--- src/rtl/ucsbece154_mem_arbiter.sv ---
`default_nettype none
// ============================================================================
// Module   : ucsbece154_mem_arbiter
// Brief    : Shares the single SDRAM block-read port between the icache and
//            dcache refill paths. Grants one requester, issues a one-cycle
//            block-aligned read request, counts BLOCK_WORDS returned beats
//            and steers each beat strobe only to the granted cache.
// Options  : MEM_ARB_DPRIO_EN defined   -> fixed priority, dcache wins ties
//            MEM_ARB_DPRIO_EN undefined -> round-robin on ties (default)
// Revision : 1.0 - initial release
// ============================================================================
module ucsbece154_mem_arbiter #(
  parameter int BLOCK_WORDS = 4,
  parameter int ADDR_W      = 32
) (
  input  logic              clk,
  input  logic              reset,

  input  logic              I_ReadRequest,
  input  logic [ADDR_W-1:0] I_ReadAddress,
  output logic [31:0]       I_DataIn,
  output logic              I_DataReady,

  input  logic              D_ReadRequest,
  input  logic [ADDR_W-1:0] D_ReadAddress,
  output logic [31:0]       D_DataIn,
  output logic              D_DataReady,

  output logic              SDRAM_ReadRequest,
  output logic [ADDR_W-1:0] SDRAM_ReadAddress,
  input  logic [31:0]       SDRAM_DataIn,
  input  logic              SDRAM_DataReady,

  output logic              Busy,
  output logic              GrantD
);

  localparam int CNT_W = $clog2(BLOCK_WORDS);
  localparam int OFF_W = CNT_W + 2;
  localparam logic [ADDR_W-1:0] ALIGN_MASK = {{(ADDR_W-OFF_W){1'b1}}, {OFF_W{1'b0}}};
  localparam logic [CNT_W-1:0]  LAST_BEAT  = CNT_W'(BLOCK_WORDS - 1);

  typedef enum logic [1:0] {
    S_IDLE  = 2'd0,
    S_ISSUE = 2'd1,
    S_BURST = 2'd2
  } state_t;

  state_t            state_q, state_d;
  logic [CNT_W-1:0]  cnt_q,   cnt_d;
  logic              grant_q, grant_d;
  logic [ADDR_W-1:0] addr_q,  addr_d;
  logic              any_req;
  logic              win_dcache;

  assign any_req = I_ReadRequest | D_ReadRequest;

`ifdef MEM_ARB_DPRIO_EN
  // Fixed priority: the dcache wins whenever it is requesting.
  assign win_dcache = D_ReadRequest;
`else
  // Round-robin pointer: 1 means the dcache is favoured on the next tie.
  logic rr_q, rr_d;

  // On a tie the pointer decides; a lone request always wins.
  assign win_dcache = (I_ReadRequest & D_ReadRequest) ? rr_q : D_ReadRequest;

  // Pointer moves to favour the requester that was not just granted.
  always_comb begin
    rr_d = rr_q;
    if ((state_q == S_IDLE) && any_req) begin
      rr_d = ~win_dcache;
    end
  end

  // Round-robin pointer register; reset favours the icache.
  always_ff @(posedge clk or negedge reset) begin
    if (!reset) begin
      rr_q <= 1'b0;
    end else begin
      rr_q <= rr_d;
    end
  end
`endif

  // Next-state logic: grant and latch in IDLE, one-cycle ISSUE, count beats in BURST.
  always_comb begin
    state_d = state_q;
    cnt_d   = cnt_q;
    grant_d = grant_q;
    addr_d  = addr_q;
    case (state_q)
      S_IDLE: begin
        if (any_req) begin
          grant_d = win_dcache;
          addr_d  = (win_dcache ? D_ReadAddress : I_ReadAddress) & ALIGN_MASK;
          cnt_d   = '0;
          state_d = S_ISSUE;
        end
      end
      S_ISSUE: begin
        state_d = S_BURST;
      end
      S_BURST: begin
        // Beats are consumed regardless of the requester's current level.
        if (SDRAM_DataReady) begin
          cnt_d = cnt_q + CNT_W'(1);
          if (cnt_q == LAST_BEAT) begin
            state_d = S_IDLE;
          end
        end
      end
      default: begin
        state_d = S_IDLE;
      end
    endcase
  end

  // State, beat counter, owner and burst address registers.
  always_ff @(posedge clk or negedge reset) begin
    if (!reset) begin
      state_q <= S_IDLE;
      cnt_q   <= '0;
      grant_q <= 1'b0;
      addr_q  <= '0;
    end else begin
      state_q <= state_d;
      cnt_q   <= cnt_d;
      grant_q <= grant_d;
      addr_q  <= addr_d;
    end
  end

  // Strobes are only live in BURST, so stray beats in IDLE/ISSUE never leak.
  assign I_DataReady       = SDRAM_DataReady & (state_q == S_BURST) & ~grant_q;
  assign D_DataReady       = SDRAM_DataReady & (state_q == S_BURST) &  grant_q;
  assign I_DataIn          = SDRAM_DataIn;
  assign D_DataIn          = SDRAM_DataIn;
  assign SDRAM_ReadRequest = (state_q == S_ISSUE);
  assign SDRAM_ReadAddress = addr_q;
  assign Busy              = (state_q != S_IDLE);
  assign GrantD            = grant_q;

endmodule
`default_nettype wire

--- config.mk ---
export PLATFORM = sky130hd
export DESIGN_NAME = ucsbece154_mem_arbiter
export DESIGN_NICKNAME = d
export VERILOG_FILES = /design/src/rtl/ucsbece154_mem_arbiter.sv
export SDC_FILE = /design/constraint.sdc
export NUM_CORES = 1
export LEC_CHECK = 0
export ABC_AREA = 0
export CELL_PAD_IN_SITES_DETAIL_PLACEMENT = 1
export CELL_PAD_IN_SITES_GLOBAL_PLACEMENT = 1
export CORE_MARGIN = 2
export CORE_UTILIZATION = 20
export CTS_CLUSTER_DIAMETER = 80
export DETAILED_ROUTE_END_ITERATION = 8
export MAX_ROUTING_LAYER = met4
export PLACE_DENSITY_LB_ADDON = 0.05
export SYNTH_ARGS = -nofsm -noshare
export SYNTH_HDL_FRONTEND = slang
export SYNTH_SLANG_ARGS = --single-unit
export TNS_END_PERCENT = 100
--- constraint.sdc ---
create_clock -name clk -period 1.9 [get_ports clk]
set_input_delay 0.475 -clock clk [delete_from_list [all_inputs] [get_ports clk]]
set_output_delay 0.475 -clock clk [all_outputs]
set_load 0.02 [all_outputs]
==> results summary, run 1 <==
The pre-CTS setup slack came out at -553 ps. The switching component of the power came out at 1630 uW. The filler cells instantiated in the layout total 1099. STA classifies the critical path startpoint as an input pin.

The largest stage delay on the critical path came out at 490 ps. The final net count is 326. In this run switching power makes up 39.2% of total power. In this design, the largest share of critical-path delay is due to buffers and inverters.

The number of hold buffers added after cts is 0. The setup path with the least slack is of type input pin to primary output. The effective utilization at floorplan came out at 20.7%. The final wirelength came out at 6300 um.

The placed wire-length estimate came out at 4450 um. The worst path uses 97.5% of the clock period. The launch instance of the worst register-to-register path is state_q[0].

The most common cell after layout, fill and taps aside is sky130_fd_sc_hd__clkdlybuf4s50_1. After clock tree synthesis, the clock-pin slew on the worst setup and hold paths is 70 ps. The setup slack of the most critical reg-to-reg path came out at 220 ps.

Routability-driven placement finished with a final weighted congestion of 0.676. The signal arrival time at the worst endpoint is 1380 ps. The instance count after placement with tap cells included came out at 350. The area overhead of the layout relative to synthesis is 33.5%. The maximum vdd ir drop came out at 0.453 mV. The number of instances in the synthesized netlist is 194. The part of the power in the clock network came out at 13.4%. The cell type of the slowest stage on the worst timing path is sky130_fd_sc_hd__clkdlybuf4s50_1. The cell-internal power came out at 2520 uW.

The data required time at the worst endpoint is 1420 ps. The unique cell type count in the Yosys netlist is 23. The later pin in the worst-skew pair is clocked with a latency of 280 ps. The total of max-cap violations is 0. The number of cell rows is 36. The share of the Yosys chip area taken by registers is 41.7%. The post-route cell area came out at 0.00273 sq mm. The actual slew at the worst max-slew pin is 776 ps. The via count of the first global-routing pass came to 1838. The post-detailed-route count of antenna-violating nets is 0.

The core footprint is 0.00986 sq mm. Setup violations remaining at the end of the flow were counted as 0. Global routing used 12.2% of the available tracks. CTS built an H-tree with a depth of 2.

The highest clock frequency the design can meet came out at 540 MHz. The worst path in the final design needs a cycle of 1850 ps, including I/O delays and setup. Once layout is complete, the cells apart from fillers number 358. The largest fanout on the critical path is 3. Counting the buffers created by CTS gives 5. For this run, the number of Yosys warnings is 0.

In this run the horizontal extent of the chip is 105 um. The number of port buffers is 93. The antenna diode count came out at 0. The endpoint identified for the worst register-to-register timing path is SDRAM_ReadAddress[11]. The final max-slew violation count was 0.

The number of antenna violations at the first check in global routing is 0. The number of hold-slack violations in the final timing report came out at 0. For this block, the via count after detailed routing is 1563. The standard cell area after detailed placement came out at 0.00263 sq mm. The logic gate share of total power came out at 55.2%. The number of vias per cell is 4.37. The floorplan step defined a die boundary enclosing 0.0110 sq mm. The leakage power summed over all cells came out at 0.00123 uW.

The worst setup slack after layout is 47.7 ps. The worst register-to-register path has a depth of 5. The share of total power dissipated in sequential elements is 31.4%. The type of element capturing the critical path is a primary output.

The number of resized instances in the post-cts repair step is 10. The maximum number of pins on one net before global-route repair came out at 32. The maximum buffer depth of the clock tree came out at 2. Dividing the synthesized area by the synthesized cell count gives 10.5 sq um. The setup fix buffers added after clock tree synthesis is 0. The final core utilization is 27.6%. The root buffer cell is sky130_fd_sc_hd__clkbuf_8. The flow ran to the end, and the final reports show no timing, DRC or antenna violations.

The total congestion overflow is 0. The class of the tightest hold or removal check is input pin to async pin. After detailed routing, the number of remaining DRC violations is 0. In the final routed layout, each cell accounts on average for 17.6 um.

The tightest slew margin relative to the limit is 48.2%. The total power divided by cell area came out at 1520 mW/mm^2. The detailed-routing iteration count for the pre-antenna-repair pass came out at 4.

The first-pass GRT wire length came out at 10200 um. The number of sinks driven by the clock tree is 34. Across the routed clock network, the largest skew measured is 6.42 ps. Leaving out fill and tap cells, the most frequent cells in the layout are sky130_fd_sc_hd__clkdlybuf4s50_1, sky130_fd_sc_hd__dfrtp_1, sky130_fd_sc_hd__and3_1. TritonCTS built the clock tree.

Setup repair after global routing left no endpoint under its margin. The number of buffers and inverters on the critical path is 2. The total of flip-flops plus latches after synthesis is 34.

Traced cell by cell, the critical path runs through clkdlybuf4s50_1, and3_1, clkdlybuf4s15_2. In this run, the number of DRC markers left after iteration 0 of detailed routing was 45. The top-level I/O count came out at 202. The total standard cell area after synthesis came out at 0.00204 sq mm. Of the cells placed in the final design, the portion with a size suffix greater than 1 is 9.33%. The die is 105 um tall.
## stage by stage
stage                     TNS [ps]  hold slack [ps]  total power, uW
after global routing             0              118             4460
after floorplan                  0              179             2720
after global placement      -12550              420             3600
after CTS                        0              110             4250
after detailed placement    -15860              430             3670
final                            0              100             4150
## sequential cells by signal (all words and copies together), names as in the netlist
register,count
SDRAM_ReadAddress,28
state_q,2
rr_q,1
GrantD,1
cnt_q,2
## cell usage after synthesis
cell type,number,area share [%]
sky130_fd_sc_hd__nand2b_1,1,0.31
sky130_fd_sc_hd__buf_2,6,1.5
sky130_fd_sc_hd__inv_1,3,0.55
sky130_fd_sc_hd__o21ai_1,1,0.24
sky130_fd_sc_hd__buf_4,68,25
sky130_fd_sc_hd__nor2_1,2,0.37
sky130_fd_sc_hd__a221o_1,28,14
sky130_fd_sc_hd__and3_4,1,0.55
sky130_fd_sc_hd__a21o_1,2,0.74
sky130_fd_sc_hd__and3_1,29,8.9
sky130_fd_sc_hd__clkbuf_1,3,0.55
sky130_fd_sc_hd__a21boi_1,1,0.37
sky130_fd_sc_hd__nor2b_1,2,0.61
sky130_fd_sc_hd__nand3b_1,1,0.37
sky130_fd_sc_hd__conb_1,1,0.18
sky130_fd_sc_hd__ha_1,1,0.61
sky130_fd_sc_hd__nor2_2,1,0.31
sky130_fd_sc_hd__o211ai_1,2,0.74
sky130_fd_sc_hd__o21ai_0,2,0.49
sky130_fd_sc_hd__a22o_1,1,0.43
sky130_fd_sc_hd__dfrtp_1,34,42
sky130_fd_sc_hd__buf_6,3,1.7
sky130_fd_sc_hd__nand2_1,1,0.18
## worst max path at each step
| stage | start | end | slack (ps) | cells past startpoint |
|---|---|---|---|---|
| 2_1_floorplan | I_ReadRequest | SDRAM_ReadAddress[13] | 510 | 5 |
| 4_1_cts | SDRAM_DataReady | D_DataReady | 40 | 3 |
| 3_3_place_gp | D_ReadRequest | SDRAM_ReadAddress[24] | -420 | 4 |
| 5_1_grt | I_ReadRequest | SDRAM_ReadAddress[18] | 9 | 4 |
| 6_report | SDRAM_DataReady | D_DataReady | 50 | 3 |
| 3_5_place_dp | I_ReadRequest | SDRAM_ReadAddress[26] | -550 | 4 |
## kinds of logic after synthesis
| logic type | after synthesis | share of synthesized area [%] |
|---|---|---|
| simple gates | 38 | 11.6 |
| fa+ha+maj | 1 | 0.613 |
| flops | 34 | 41.7 |
| other cells | 1 | 0.184 |
| buf+inv | 83 | 29.2 |
| compound gates | 37 | 16.7 |
## cell type report
cell class | count | area (sq um) | share of cell area [%]
Timing Repair Buffer | 100 | 985 | 36.1
Multi-Input combinational cell | 80 | 621 | 22.8
Inverter | 3 | 11.3 | 0.413
Tap cell | 133 | 166 | 6.11
Clock inverter | 1 | 5.00 | 0.184
Clock buffer | 7 | 86.3 | 3.17
Sequential cell | 34 | 851 | 31.2
## power groups by stage
stage | Combinational, uW | Sequential (uW) | Clock [uW]
finish | 2290 | 1300 | 558
global placement | 2310 | 1290 | 0
floorplan | 1090 | 1640 | 0
detailed placement | 2360 | 1310 | 0
CTS | 2340 | 1310 | 597
global route | 2480 | 1350 | 629
## layer usage
metal	GRT usage [%]	share of wire, %
met1	14.2	42
met2	19.1	47
met3	3.99	7.8
met4	5.81	3.4
met5	-	0
Power figures use the tool's default switching activity.
==> inputs of run 2 (changes only) <==
Settings changed: CELL_PAD_IN_SITES_DETAIL_PLACEMENT 1 to default, CELL_PAD_IN_SITES_GLOBAL_PLACEMENT 1 to default, CORE_ASPECT_RATIO from default to 1.5, CORE_UTILIZATION 20 to 30.
==> run 2 against run 1 <==
Compared with the run above:
- clock power rose by 2%
- utilization rose by 13 points
- final cell count fell by 16%
- critical endpoint is now I_DataReady
- maximum frequency rose by 2.7%
- global-route usage rose by 3.6 points
- sequential share of layout area rose by 0.98 points
- register-to-register slack improved by 20 ps
- critical path type unchanged
==> results summary, run 2 (synthesis results as in run 1) <==
The flow ran to the end, and the final reports show no timing, DRC or antenna violations. The number of antenna violations at the first check in global routing came to 0. For this run, global-route usage on met2 was measured as 27.7%. For this run, the slowest stage of the critical path takes 490 ps. The total of max-cap violations came out at 0. The number of cell rows is 36. The switching component of the power came out at 1610 uW. The tightest slew margin relative to the limit came out at 53.6%. The maximum buffer depth of the clock tree is 2. The first-pass GRT wire length came out at 9090 um. Setup repair after global routing left no endpoint under its margin. The number of sinks driven by the clock tree came out at 34. STA classifies the critical path endpoint as a primary output.

Leaving out fill and tap cells, the most frequent cell in the layout is sky130_fd_sc_hd__clkdlybuf4s50_1. Detailed placement finished with a half-perimeter wire length of 4040 um. The share of the cycle needed by the critical path after routing came out at 94.9%. The effective utilization at floorplan is 31.3%. The die area came out at 0.00750 sq mm. The logic depth of the worst register-to-register path is 5. The detailed-route DRC error count is 0.

The detailed-routing iteration count for the pre-antenna-repair pass came out at 4. The final period demand of the worst path came out at 1800 ps. STA classifies the critical path startpoint as an input pin. The largest individual stage delay along the critical path comes from the cell sky130_fd_sc_hd__clkdlybuf4s50_1. The x dimension of the die is 71.4 um. The internal portion of the total power is 2510 uW. The proportion of layout cells with a drive suffix above 1 came out at 8.93%. In this design, the largest share of critical-path delay is due to buffers and inverters. The start-to-end type of the worst setup path is input pin to primary output. The summed negative setup slack over all endpoints came out at 0 ps.

The global routing met3 resource utilization is 4.44%. At the pin with the least slew margin, the transition time is 695 ps. The core footprint is 0.00653 sq mm.

CTS placed an instance of sky130_fd_sc_hd__clkbuf_8 at the clock tree root. After detailed routing, the average wire length per cell comes to 19.5 um. The end of the worst register-to-register path is SDRAM_ReadAddress[16].

The logic gate share of total power came out at 54.8%. Across all register-to-register paths, the minimum setup slack is 240 ps. The number of port buffers is 93. The register with the most flip-flops in the layout has 28 of them. The leakage power summed over all cells came out at 0.00122 uW. The largest clock skew in the final design is 7.80 ps.

TritonCTS created 5 clock buffers. The class of the tightest hold or removal check is input pin to async pin. The clock transition at the registers of the reported paths is 70 ps. Using the TritonRoute via totals, the vias-per-cell ratio works out to 5.18. The congestion estimate from routability-driven global placement came to 0.733. The maximum vdd ir drop is 0.906 mV. Compared with the post-synthesis result, the final layout area differs by 29.4%. The global-route usage over all layers came out at 15.8%. The data required time at the worst endpoint is 1420 ps. The routed layout has 1554 vias. The instance count after placement with tap cells included came out at 292. The highest clock frequency the design can meet is 554 MHz. Post-CTS timing repair inserted 0 buffers for setup. The insertion delay to the later sink of the worst-skew pair came out at 290 ps.

The number of hold-slack violations in the final timing report is 0. The filler-free cell count of the finished design came out at 300. The final core utilization came out at 40.5%. The number of H-tree levels came out at 2. The final max-slew violation count is 0. The launch instance of the worst register-to-register path is state_q[0]. Traced cell by cell, the critical path runs through clkdlybuf4s50_1, nand3b_1, nor2_1, buf_4.

The part of the power in the clock network is 13.8%. The total congestion overflow came out at 0. TritonCTS built the clock tree.

The final-layout worst hold slack came out at 234 ps. The count of endpoints failing setup in the final report is 0. The critical path buffer and inverter count is 2. The maximum number of pins on one net before global-route repair is 35. The initial detailed-routing violation count came out at 101. Of the total power, the share spent switching nets is 39.0%. The top-level I/O count came out at 202. The final net count is 325.

In the layout the commonest cells are sky130_fd_sc_hd__clkdlybuf4s50_1, sky130_fd_sc_hd__dfrtp_1, sky130_fd_sc_hd__and3_1. For met1 alone, demand over resource in global routing was 16.5%. The signal arrival time at the worst endpoint came out at 1330 ps. The routing layer with the top usage in global route is met2.

The antenna diode count is 0. The largest fanout on the critical path is 3. In this run the power density over the cells is 1560 mW/mm^2.

The post-detailed-route count of antenna-violating nets is 0. The relative contribution of sequential cells to total power is 31.4%. The via count of the first global-routing pass came out at 1682. The final wirelength is 5860 um. The die height came out at 105 um.
==> run 2: metal layers <==
layer | up-vias | part of all wire (%)
met1 | 749 | 35
met5 | - | 0
li1 | 683 | -
met3 | 22 | 9.1
met4 | 0 | 2.3
met2 | 100 | 54
==> run 2: metrics by stage <==
stage | worst slack [ps] | power, uW | area, sq um
after CTS | 28.5 | 4170 | 2650
after global routing | 2.65 | 4360 | 2640
after detailed placement | -455 | 3600 | 2550
final | 96.5 | 4120 | 2640
after floorplan | 507 | 2720 | 2050
after global placement | -367 | 3540 | 2550
==> run 2: how the worst max path moves through the flow <==
stage                         start               endpoint  depth (start not counted)
detailed placement    D_ReadRequest  SDRAM_ReadAddress[16]                          4
CTS                 SDRAM_DataReady            D_DataReady                          3
floorplan             I_ReadRequest  SDRAM_ReadAddress[13]                          5
global route        SDRAM_DataReady            I_DataReady                          4
finish              SDRAM_DataReady            I_DataReady                          4
global placement    SDRAM_DataReady            I_DataReady                          4
==> run 2: power groups by stage <==
| stage | logic, uW | clock network [uW] | registers, uW |
|---|---|---|---|
| after floorplan | 1090 | 0 | 1640 |
| after global placement | 2260 | 0 | 1280 |
| final | 2260 | 569 | 1290 |
| after CTS | 2290 | 591 | 1290 |
| after global routing | 2410 | 621 | 1330 |
| after detailed placement | 2300 | 0 | 1300 |
==> run 2: what timing repair did <==
| item | 4_1_cts | 5_1_grt |
|---|---|---|
| setup endpoints to repair | 32 | 2 |
| hold buffers | 0 | 0 |
| pin swaps | 0 | 0 |
| resized for setup | 10 | 2 |
==> run 2: worst register-to-register path, cell delays in order (launching register included) <==
cell and delay (ps):
sky130_fd_sc_hd__dfrtp_1 420, sky130_fd_sc_hd__nor2_2 140, sky130_fd_sc_hd__buf_4 300, sky130_fd_sc_hd__o21ai_2 120
sky130_fd_sc_hd__buf_12 180, sky130_fd_sc_hd__a221o_1 400
==> run 2: layout make-up <==
| cell class | count | area, sq um |
|---|---|---|
| clock buffer | 7 | 86.3 |
| clock inverter | 1 | 5.00 |
| fill | 623 | 3890 |
| inverter | 3 | 11.3 |
| multi-input combinational | 80 | 621 |
| sequential | 34 | 851 |
| tap | 76 | 95.1 |
| timing repair buffer | 99 | 973 |
==> inputs of run 3 (changes only) <==
Settings changed: PLACE_DENSITY from default to 0.81, PLACE_DENSITY_LB_ADDON 0.05 to default.
==> run 3 against run 2 <==
Compared with the run above:
- sequential power about the same
- register-to-register slack better by 20 ps
- sequential share of layout area shrank 0.12 points
- utilization up 0.15 points
- critical path depth unchanged
- maximum frequency is essentially flat
- hold slack better by 280 ps
- global-route usage fell by 1.2 points
- combinational power hardly changed
- largest power group unchanged
==> results summary, run 3 (synthesis results as in run 1) <==
The number of hold-slack violations in the final timing report is 0. The actual slew at the worst max-slew pin came out at 724 ps. The multi-input logic area came out at 621 sq um.

The start-to-end type of the worst setup path is input pin to primary output. The logic gate share of total power is 55.2%. The CTS buffer count came out at 5. The number of H-tree levels is 2. The number of hold buffers added after cts is 0. Excluding fillers, the count of instances in the completed layout stands at 301. The signal arrival time at the worst endpoint came out at 1330 ps. The tree built by TritonCTS fans out to 34 sinks. The summed negative setup slack over all endpoints came out at 0 ps. The final max-slew violation count came out at 0. The internal power of the cells totals 2520 uW. The number of antenna violations at the first check in global routing came out at 0.

In the final layout, flip-flops and latches occupy 851 sq um. The maximum buffer depth of the clock tree is 2. The met2 usage came out at 21.0%. The global routing met3 resource utilization is 4.05%. TritonCTS built the clock tree. The first-pass GRT wire length is 8460 um. The area overhead of the layout relative to synthesis came out at 29.9%.

The instance count after placement with tap cells included is 293. Global routing consumed, on the met1 layer, 17.2% of the routing resources. The antenna diode count is 0. The initial detailed-routing violation count came out at 108. The critical path ends at I_DataReady.

The final core utilization is 40.6%. The register with the most flip-flops in the layout has 28 of them. The detail route stage leaves a number of antenna-violating nets equal to 0.

The total via count in the routed design came out at 1554. The part of the power in the clock network came out at 13.5%. Along the worst path, the maximum fanout reaches 3. The worst setup path is captured at a primary output. The type of element launching the critical path is an input pin.

Sequential cells burn 31.4% of the power. In the finished design, the share of the clock period the worst path needs comes to 94.9%. For this design the total switching power over the nets is 1600 uW. The setup fix buffers added after clock tree synthesis is 0. STA puts the critical path data required time at 1420 ps.

The via count of the first global-routing pass came out at 1576. The tool flagged a number of max-cap violations equal to 0. The number of cell rows is 36. The global placer's final weighted congestion is 0.718. The detailed-routing iteration count for the pre-antenna-repair pass came out at 4. The final wirelength is 5430 um.

The layer flagged by global routing as most heavily used is met2. The total power divided by cell area is 1550 mW/mm^2. The proportion of layout cells with a drive suffix above 1 came out at 8.89%.

The leakage power summed over all cells came out at 0.00123 uW. The placed wire-length estimate is 3840 um. The top-level I/O count came out at 202. The final net count came out at 326.

The root buffer cell is sky130_fd_sc_hd__clkbuf_8. The switching part of the total power is 38.8%. The filler cells instantiated in the layout total 623. Port buffering added 93 buffers. The run finished with clean final reports. The pre-CTS setup slack came out at -442 ps.

The worst setup slack after layout came out at 96.8 ps. The launch instance of the worst register-to-register path is state_q[0]. IR analysis of the VDD net gives a maximum drop of 0.487 mV.

In this run the standard cell core region covers 0.00653 sq mm. In this run the worst setup path begins at SDRAM_DataReady. The x dimension of the die came out at 71.4 um. The detailed-route DRC error count came out at 0. The design draws 4120 uW.

The maximum number of pins on one net before global-route repair is 35. The tightest slew margin relative to the limit came out at 51.6%. Once the floorplan was initialized, standard cells occupied 31.3% of the core. The number of stages on the worst hold path came out at 1.

For this run the aggregate overflow at the end of global routing stands at 0. Clock skew on the completed layout was measured at 9.22 ps. Leaving out fill and tap cells, the most frequent cell in the layout is sky130_fd_sc_hd__clkdlybuf4s50_1. The count of endpoints failing setup in the final report came out at 0.

Setup repair after global routing left no endpoint under its margin. After clock tree synthesis, the clock-pin slew on the worst setup and hold paths is 60 ps. The setup slack of the most critical reg-to-reg path came out at 260 ps. For this run, the top clock speed supported by timing is 555 MHz. The average wire per standard cell came out at 18.0 um. The end of the worst register-to-register path is SDRAM_ReadAddress[14].

The floorplan step defined a die boundary enclosing 0.00750 sq mm. The logic depth of the worst register-to-register path came out at 5. The path class of the tightest hold or removal check is register to register. The routed design could run at a clock period as short as 1800 ps.

The library cells used most frequently in the layout, excluding fill and tap cells, are sky130_fd_sc_hd__clkdlybuf4s50_1, sky130_fd_sc_hd__dfrtp_1, sky130_fd_sc_hd__and3_1. At the later pin of the worst-skew pair, clock insertion delay measures 290 ps. The global-route usage over all layers is 14.7%. The die height is 105 um. Using the TritonRoute via totals, the vias-per-cell ratio works out to 5.16.
==> run 3: worst min-delay path by stage <==
stage	from	to	slack [ps]
after floorplan	reset	GrantD	180
after global placement	cnt_q[0]	cnt_q[0]	480
after detailed placement	SDRAM_ReadAddress[9]	SDRAM_ReadAddress[9]	500
after CTS	cnt_q[0]	cnt_q[0]	520
after global routing	SDRAM_ReadAddress[24]	SDRAM_ReadAddress[24]	530
final	cnt_q[0]	cnt_q[0]	510
==> run 3: final cells by class <==
cell class / instances / share of cell area (%)
Clock buffer: 7 / 3.25
Clock inverter: 1 / 0.189
Inverter: 3 / 0.425
Multi-Input combinational cell: 80 / 23.4
Sequential cell: 34 / 32.1
Tap cell: 76 / 3.58
Timing Repair Buffer: 100 / 37.1
==> run 3: critical path, stage by stage <==
cell and delay [ps]:
sky130_fd_sc_hd__clkdlybuf4s50_1 490, sky130_fd_sc_hd__nand3b_1 100, sky130_fd_sc_hd__nor2_1 90, sky130_fd_sc_hd__buf_2 170
==> run 3: metal layers <==
| metal | part of all wire [%] | up-vias |
|---|---|---|
| li1 | - | 684 |
| met3 | 11 | 43 |
| met4 | 5.7 | 0 |
| met2 | 46 | 90 |
| met5 | 0 | - |
| met1 | 38 | 737 |
==> run 3: power by group through the flow <==
stage | registers, uW | clock network, uW | logic [uW]
after floorplan | 1640 | 0 | 1090
after global routing | 1330 | 602 | 2440
after detailed placement | 1300 | 0 | 2310
final | 1290 | 555 | 2270
after CTS | 1290 | 575 | 2300
after global placement | 1280 | 0 | 2250
==> run 3: stage by stage <==
step / hold WS, ps / instance area (sq um)
floorplan: 179 / 2050
global placement: 482 / 2570
detailed placement: 498 / 2570
CTS: 516 / 2660
global route: 534 / 2650
finish: 510 / 2650
==> run 3: timing repair <==
item / CTS / global route
gates cloned: 0 / 0
setup endpoints to repair: 33 / 1
pin swaps: 0 / 0
resized for setup: 9 / 1
